## src/rtl/add_sub_logic_pipe.sv

```systemverilog
// Two-stage add/sub/compare/logic ALU: S1 registers op/a/b, S2 registers r and flags; latency 2 cycles.
// Valid/ready on both sides: holds two ops when out_ready is low, then drops in_ready; S2 holds steady while stalled.
module add_sub_logic_pipe #(
   parameter int WIDTH = 16
) (
   input  logic             clk,
   input  logic             rst_n,
   input  logic             in_valid,
   output logic             in_ready,
   input  logic [2:0]       op,
   input  logic [WIDTH-1:0] a,
   input  logic [WIDTH-1:0] b,
   output logic             out_valid,
   input  logic             out_ready,
   output logic [WIDTH-1:0] r,
   output logic             carry,
   output logic             ovf,
   output logic             zero,
   output logic             ovf_sticky,
   input  logic             ovf_clr
);
   localparam int MSB = WIDTH - 1;

   typedef enum logic [2:0] {
      OP_ADD  = 3'd0,
      OP_SUB  = 3'd1,
      OP_NOTB = 3'd2,
      OP_LTU  = 3'd3,
      OP_LTS  = 3'd4,
      OP_AND  = 3'd5,
      OP_OR   = 3'd6,
      OP_XOR  = 3'd7
   } op_e;

   typedef struct packed {
      op_e              op;
      logic [WIDTH-1:0] a;
      logic [WIDTH-1:0] b;
   } s1_t;

   logic             s1_valid;
   s1_t              s1_q;
   logic             s2_valid;
   logic             s1_load;
   logic             s2_load;
   logic [WIDTH:0]   sum;
   logic [WIDTH-1:0] nxt_r;
   logic             nxt_c;
   logic             nxt_ovf;

   assign s2_load   = s1_valid & (~s2_valid | out_ready);
   assign in_ready  = ~s1_valid | s2_load;
   assign s1_load   = in_valid & in_ready;
   assign out_valid = s2_valid;

   // Result logic works from S1 register contents so S2 sees a full cycle of compute.
   always_comb begin
      sum     = '0;
      nxt_r   = '0;
      nxt_c   = 1'b0;
      nxt_ovf = 1'b0;
      case (s1_q.op)
         OP_ADD: begin
            sum     = {1'b0, s1_q.a} + {1'b0, s1_q.b};
            nxt_r   = sum[WIDTH-1:0];
            nxt_c   = sum[WIDTH];
            nxt_ovf = (s1_q.a[MSB] == s1_q.b[MSB]) && (nxt_r[MSB] != s1_q.a[MSB]);
         end
         OP_SUB: begin
            sum     = {1'b0, s1_q.a} + {1'b0, ~s1_q.b} + (WIDTH+1)'(1);
            nxt_r   = sum[WIDTH-1:0];
            nxt_c   = sum[WIDTH];
            nxt_ovf = (s1_q.a[MSB] != s1_q.b[MSB]) && (nxt_r[MSB] != s1_q.a[MSB]);
         end
         OP_NOTB: nxt_r = ~s1_q.b;
         OP_LTU:  nxt_r = {{(WIDTH-1){1'b0}}, (s1_q.a < s1_q.b)};
         OP_LTS:  nxt_r = {{(WIDTH-1){1'b0}}, ($signed(s1_q.a) < $signed(s1_q.b))};
         OP_AND:  nxt_r = s1_q.a & s1_q.b;
         OP_OR:   nxt_r = s1_q.a | s1_q.b;
         OP_XOR:  nxt_r = s1_q.a ^ s1_q.b;
         default: nxt_r = '0;
      endcase
   end

   always_ff @(posedge clk) begin
      if (!rst_n) begin
         s1_valid <= 1'b0;
         s1_q     <= '0;
      end else if (s1_load) begin
         s1_valid <= 1'b1;
         s1_q     <= '{op: op_e'(op), a: a, b: b};
      end else if (s2_load) begin
         s1_valid <= 1'b0;
      end
   end

   always_ff @(posedge clk) begin
      if (!rst_n) begin
         s2_valid <= 1'b0;
         r        <= '0;
         carry    <= 1'b0;
         ovf      <= 1'b0;
         zero     <= 1'b0;
      end else if (s2_load) begin
         s2_valid <= 1'b1;
         r        <= nxt_r;
         carry    <= nxt_c;
         ovf      <= nxt_ovf;
         zero     <= (nxt_r == '0);
      end else if (out_ready) begin
         s2_valid <= 1'b0;
      end
   end

   // A new overflow result takes priority over a clear arriving in the same cycle.
   always_ff @(posedge clk) begin
      if (!rst_n) begin
         ovf_sticky <= 1'b0;
      end else if (s2_load && nxt_ovf) begin
         ovf_sticky <= 1'b1;
      end else if (ovf_clr) begin
         ovf_sticky <= 1'b0;
      end
   end

endmodule

```

## config.mk

```make
export PLATFORM = sky130hd
export DESIGN_NAME = add_sub_logic_pipe
export DESIGN_NICKNAME = d
export VERILOG_FILES = /design/src/rtl/add_sub_logic_pipe.sv
export SDC_FILE = /design/constraint.sdc
export NUM_CORES = 1
export LEC_CHECK = 0
export CORE_UTILIZATION = 51
export DETAILED_ROUTE_END_ITERATION = 12
export PLACE_DENSITY = 0.78
export SYNTH_ARGS = -nofsm -noshare
export SYNTH_HDL_FRONTEND = slang
export SYNTH_SLANG_ARGS = --single-unit
```

## constraint.sdc

```tcl
create_clock -name clk -period 2.91 [get_ports clk]
set_clock_uncertainty 0.15 [all_clocks]
set_input_delay 0.582 -clock clk [delete_from_list [all_inputs] [get_ports clk]]
set_output_delay 0.582 -clock clk [all_outputs]
set_load 0.02 [all_outputs]
```

==> flow_metrics.env <==
export IMPL_power_total_w=0.002738
export IMPL_cts_made_buffers=9
export IMPL_violations="negative setup slack"
export IMPL_irDropWorstVdd_uv=258.0
export IMPL_synth_area_um2=4821
export IMPL_fin_crit_ps=3372
export IMPL_cts_root_buf="clkbuf_8"
export IMPL_yosys_area_share_adder_pct=13.29
export IMPL_n_fill_cell=650
export IMPL_r2r_cells=11
export IMPL_cp_max_fo=3
export IMPL_antenna_found_initial=0
export IMPL_slew_headroom_pct=53.86
export IMPL_synth_xor_area_share_pct=0.3634
export IMPL_firstDrtPassIters=6
export IMPL_grtUsageTotal_pct=34.97
export IMPL_die_area_um2=9846
export IMPL_grt_setup_unrepaired="yes"
export IMPL_drc=0
export IMPL_synth_cells=647
export IMPL_synth_top_area_cell="dfxtp_1"
export IMPL_first_iter_violations=452
export IMPL_cts_sinks=57
export IMPL_top_layer="met4"
export IMPL_status="finished with violations"
export IMPL_clk_pin_slew_ps=80
export IMPL_hpwl_mm=13.06
export IMPL_route_met3_wl_mm=1.056
export IMPL_power_per_cell_area_nw_per_um2=382.5
export IMPL_required_ps=3040
export IMPL_r2r_start="s1_q[16]"
export IMPL_synth_edf_count=0
export IMPL_ys_seq_area_share_pct=23.67
export IMPL_final_hold_viol_count=0
export IMPL_vias_per_cell=5.796
export IMPL_end_kind="register"
export IMPL_drive_gt1_share_pct=30.49
export IMPL_finalSetupViolations=9
export IMPL_num_nets_final=928
export IMPL_hold_start="r[15]"
export IMPL_fin_hold_ws_ps=333.2
export IMPL_period_share_pct=115.9
export IMPL_muxShareOfSynthArea_pct=5.321
export IMPL_cp_start_kind="register"
export IMPL_grt_pass1_wl_mm=26.94
export IMPL_grt_overflow=0
export IMPL_numPortBuffers=61
export IMPL_clk_latency_ps=350
export IMPL_hp_class="register to register"
export IMPL_synth_area_per_cell_um2=7.451
export IMPL_start_util_pct=52.42
export IMPL_vias=5529
export IMPL_setup_slack_ps=-462.2
export IMPL_path_class="register to register"
export IMPL_tightest_slew_ps=686.8
export IMPL_diodes=0
export IMPL_core_area_um2=9196
export IMPL_synth_simple_area_share_pct=21.20
export IMPL_final_cells=954
export IMPL_yosys_cell_types_count=72
export IMPL_drt_wl_total_mm=17.12
export IMPL_multi_input_area_um2=3642
export IMPL_ys_warn_count=0
export IMPL_r2r_end="zero"
export IMPL_whs_endpoint="r[15]"
export IMPL_grt_start_max_net_pins=36
export IMPL_die_h_um=99.23
export IMPL_slew_violations=0
export IMPL_ff_latch_area_um2=1156
export IMPL_hold_buffers=0
export IMPL_die_w_um=99.23
export IMPL_wl_met2_mm=7.824
export IMPL_grt_pass1_vias=5287
export IMPL_synth_compound_area_share_pct=28.37
export IMPL_yosys_most_used_dff="dfxtp_1"
export IMPL_postRouteAntennaNets=0
export IMPL_cts_tree="done"
export IMPL_ys_ff_latch=57
export IMPL_rows=35
export IMPL_pin_count=62
export IMPL_yosysTopAreaCellShare_pct=23.67
export IMPL_p_leak_nw=3.101
export IMPL_wl_per_cell_um=17.94
export IMPL_fmax_ghz=0.2965
export IMPL_area_growth_pct=48.48
export IMPL_wl_met1_mm=7.799
export IMPL_async_flop_share_pct=0
export IMPL_rrSetupSlack_ps=-460
export IMPL_place_congestion=0.9417
export IMPL_syn_nets=737
export IMPL_cts_buffer_depth=2
export IMPL_yosys_top_cells_area="dfxtp_1, ha_1, nand2_1, a21oi_1, mux2i_1"
export IMPL_maxCapViolations=0
export IMPL_hold_depth=2
export IMPL_worstPathArrival_ps=3500
export IMPL_place_inst=928
export IMPL_cts_htree_levels=3
export IMPL_synth_top_family_by_area="compound AO/OA/AOI/OAI gates"
-- where the power goes --
group          internal, W  total, W  switching (W)
Combinational     0.000580   0.00117       0.000589
Sequential        0.000828  0.000866      0.0000381
Clock             0.000331  0.000703       0.000371
-- layer usage --
layer	track usage, %	vias up
li1	-	2665
met1	49.33	2614
met2	55.34	217
met3	3.584	33
met4	12.67	0
met5	0	-
-- how the worst max path moves through the flow --
stage,end,slack (ps),from,depth (start not counted)
6_report,zero,-460,s1_q[16],11
5_1_grt,zero,-570,s1_q[0],12
4_1_cts,zero,-390,s1_q[16],11
3_5_place_dp,zero,-580,s1_q[16],13
3_3_place_gp,zero,-500,s1_q[16],13
2_1_floorplan,zero,-170,s1_q[0],11
-- kinds of logic (layout without fill, tap and decap cells) --
logic type,after synthesis,after routing
XOR/XNOR,2,2
AO/OA/AOI/OAI,199,199
flip-flops,57,57
buffers and inverters,91,287
AND/OR/NAND/NOR,223,223
adder cells (fa/ha/maj),50,50
multiplexers,25,25
-- sequential cells by signal, indices dropped and copies added, names as in the netlist --
name        flops
zero            1
carry           1
s1_valid        1
ovf             1
s1_q           35
out_valid       1
r              16
ovf_sticky      1
-- synth_stat cells (3+ instances only) --
| library cell | count |
|---|---|
| a31o_2 | 3 |
| a211o_1 | 3 |
| a31oi_1 | 10 |
| nand2_1 | 106 |
| clkbuf_1 | 26 |
| o22ai_1 | 7 |
| and2_1 | 5 |
| ha_1 | 48 |
| a311oi_1 | 3 |
| a22oi_1 | 3 |
| o2bb2ai_1 | 4 |
| a211oi_1 | 15 |
| a2bb2oi_1 | 4 |
| mux2_2 | 5 |
| o21bai_1 | 4 |
| nand3_1 | 10 |
| nor4_1 | 3 |
| o311ai_0 | 3 |
| a21o_1 | 14 |
| nor2b_1 | 11 |
| nor2_1 | 48 |
| mux2i_1 | 20 |
| o21a_1 | 4 |
| nor3_1 | 11 |
| o211ai_1 | 7 |
| buf_2 | 9 |
| o21ai_0 | 24 |
| dfxtp_1 | 57 |
| a221o_1 | 4 |
| nand2b_1 | 9 |
| o21ai_1 | 4 |
| a21oi_1 | 56 |
| o31ai_1 | 3 |
| o211a_1 | 4 |
| or3_1 | 3 |
| or2_2 | 3 |
| inv_1 | 49 |
-- area by class of cell --
cell class                      count  share of cell area, %
Sequential cell                    57                  16.15
Multi-Input combinational cell    499                  50.88
Clock buffer                       10                  1.923
Tap cell                          111                  1.940
Timing Repair Buffer              221                  25.90
Clock inverter                      6                 0.5768
Inverter                           50                  2.622
-- what timing repair did --
action	CTS	global route
resized for setup	43	34
pin swaps	24	25
endpoints found under the setup margin	11	11
buffers inserted	6	6
-- metrics by stage --
stage	setup TNS (ps)	instance area, um2	worst slack (ps)	utilization (%)
after floorplan	-348.8	4852	-171.9	-
after global placement	-1889	6553	-497.9	71.25
after detailed placement	-2574	6553	-579.2	71.25
after CTS	-1042	6985	-394.5	75.96
after global routing	-2605	7158	-574.5	77.84
final	-1624	7158	-462.2	77.84
-- placed cells by master, fill, tap and decap left out, types with 6 or more instances in the layout --
master / n
ha_4: 6
nand2_1: 104
o211ai_1: 7
buf_6: 8
a21o_1: 14
nor3_1: 9
clkbuf_8: 10
a21oi_1: 54
ha_1: 40
a31oi_1: 9
nor2b_1: 9
dfxtp_2: 12
inv_1: 44
nand3_1: 10
o21ai_0: 21
buf_4: 151
nand2b_1: 9
inv_2: 6
a211oi_1: 9
mux2i_1: 20
nor2_1: 47
clkdlybuf4s50_1: 61
dfxtp_1: 45
-- worst max-delay path, cell delays in order (launching register included) --
cell and delay, ps:
dfxtp_2 350, ha_4 170, fa_2 370, a21o_1 190
a21o_1 180, a221o_1 290, a21o_1 190, nor4_2 340
and4b_1 240, nand4_1 110, or4b_4 540, o31ai_2 170
Note: power is estimated with default switching activity, not from simulation.
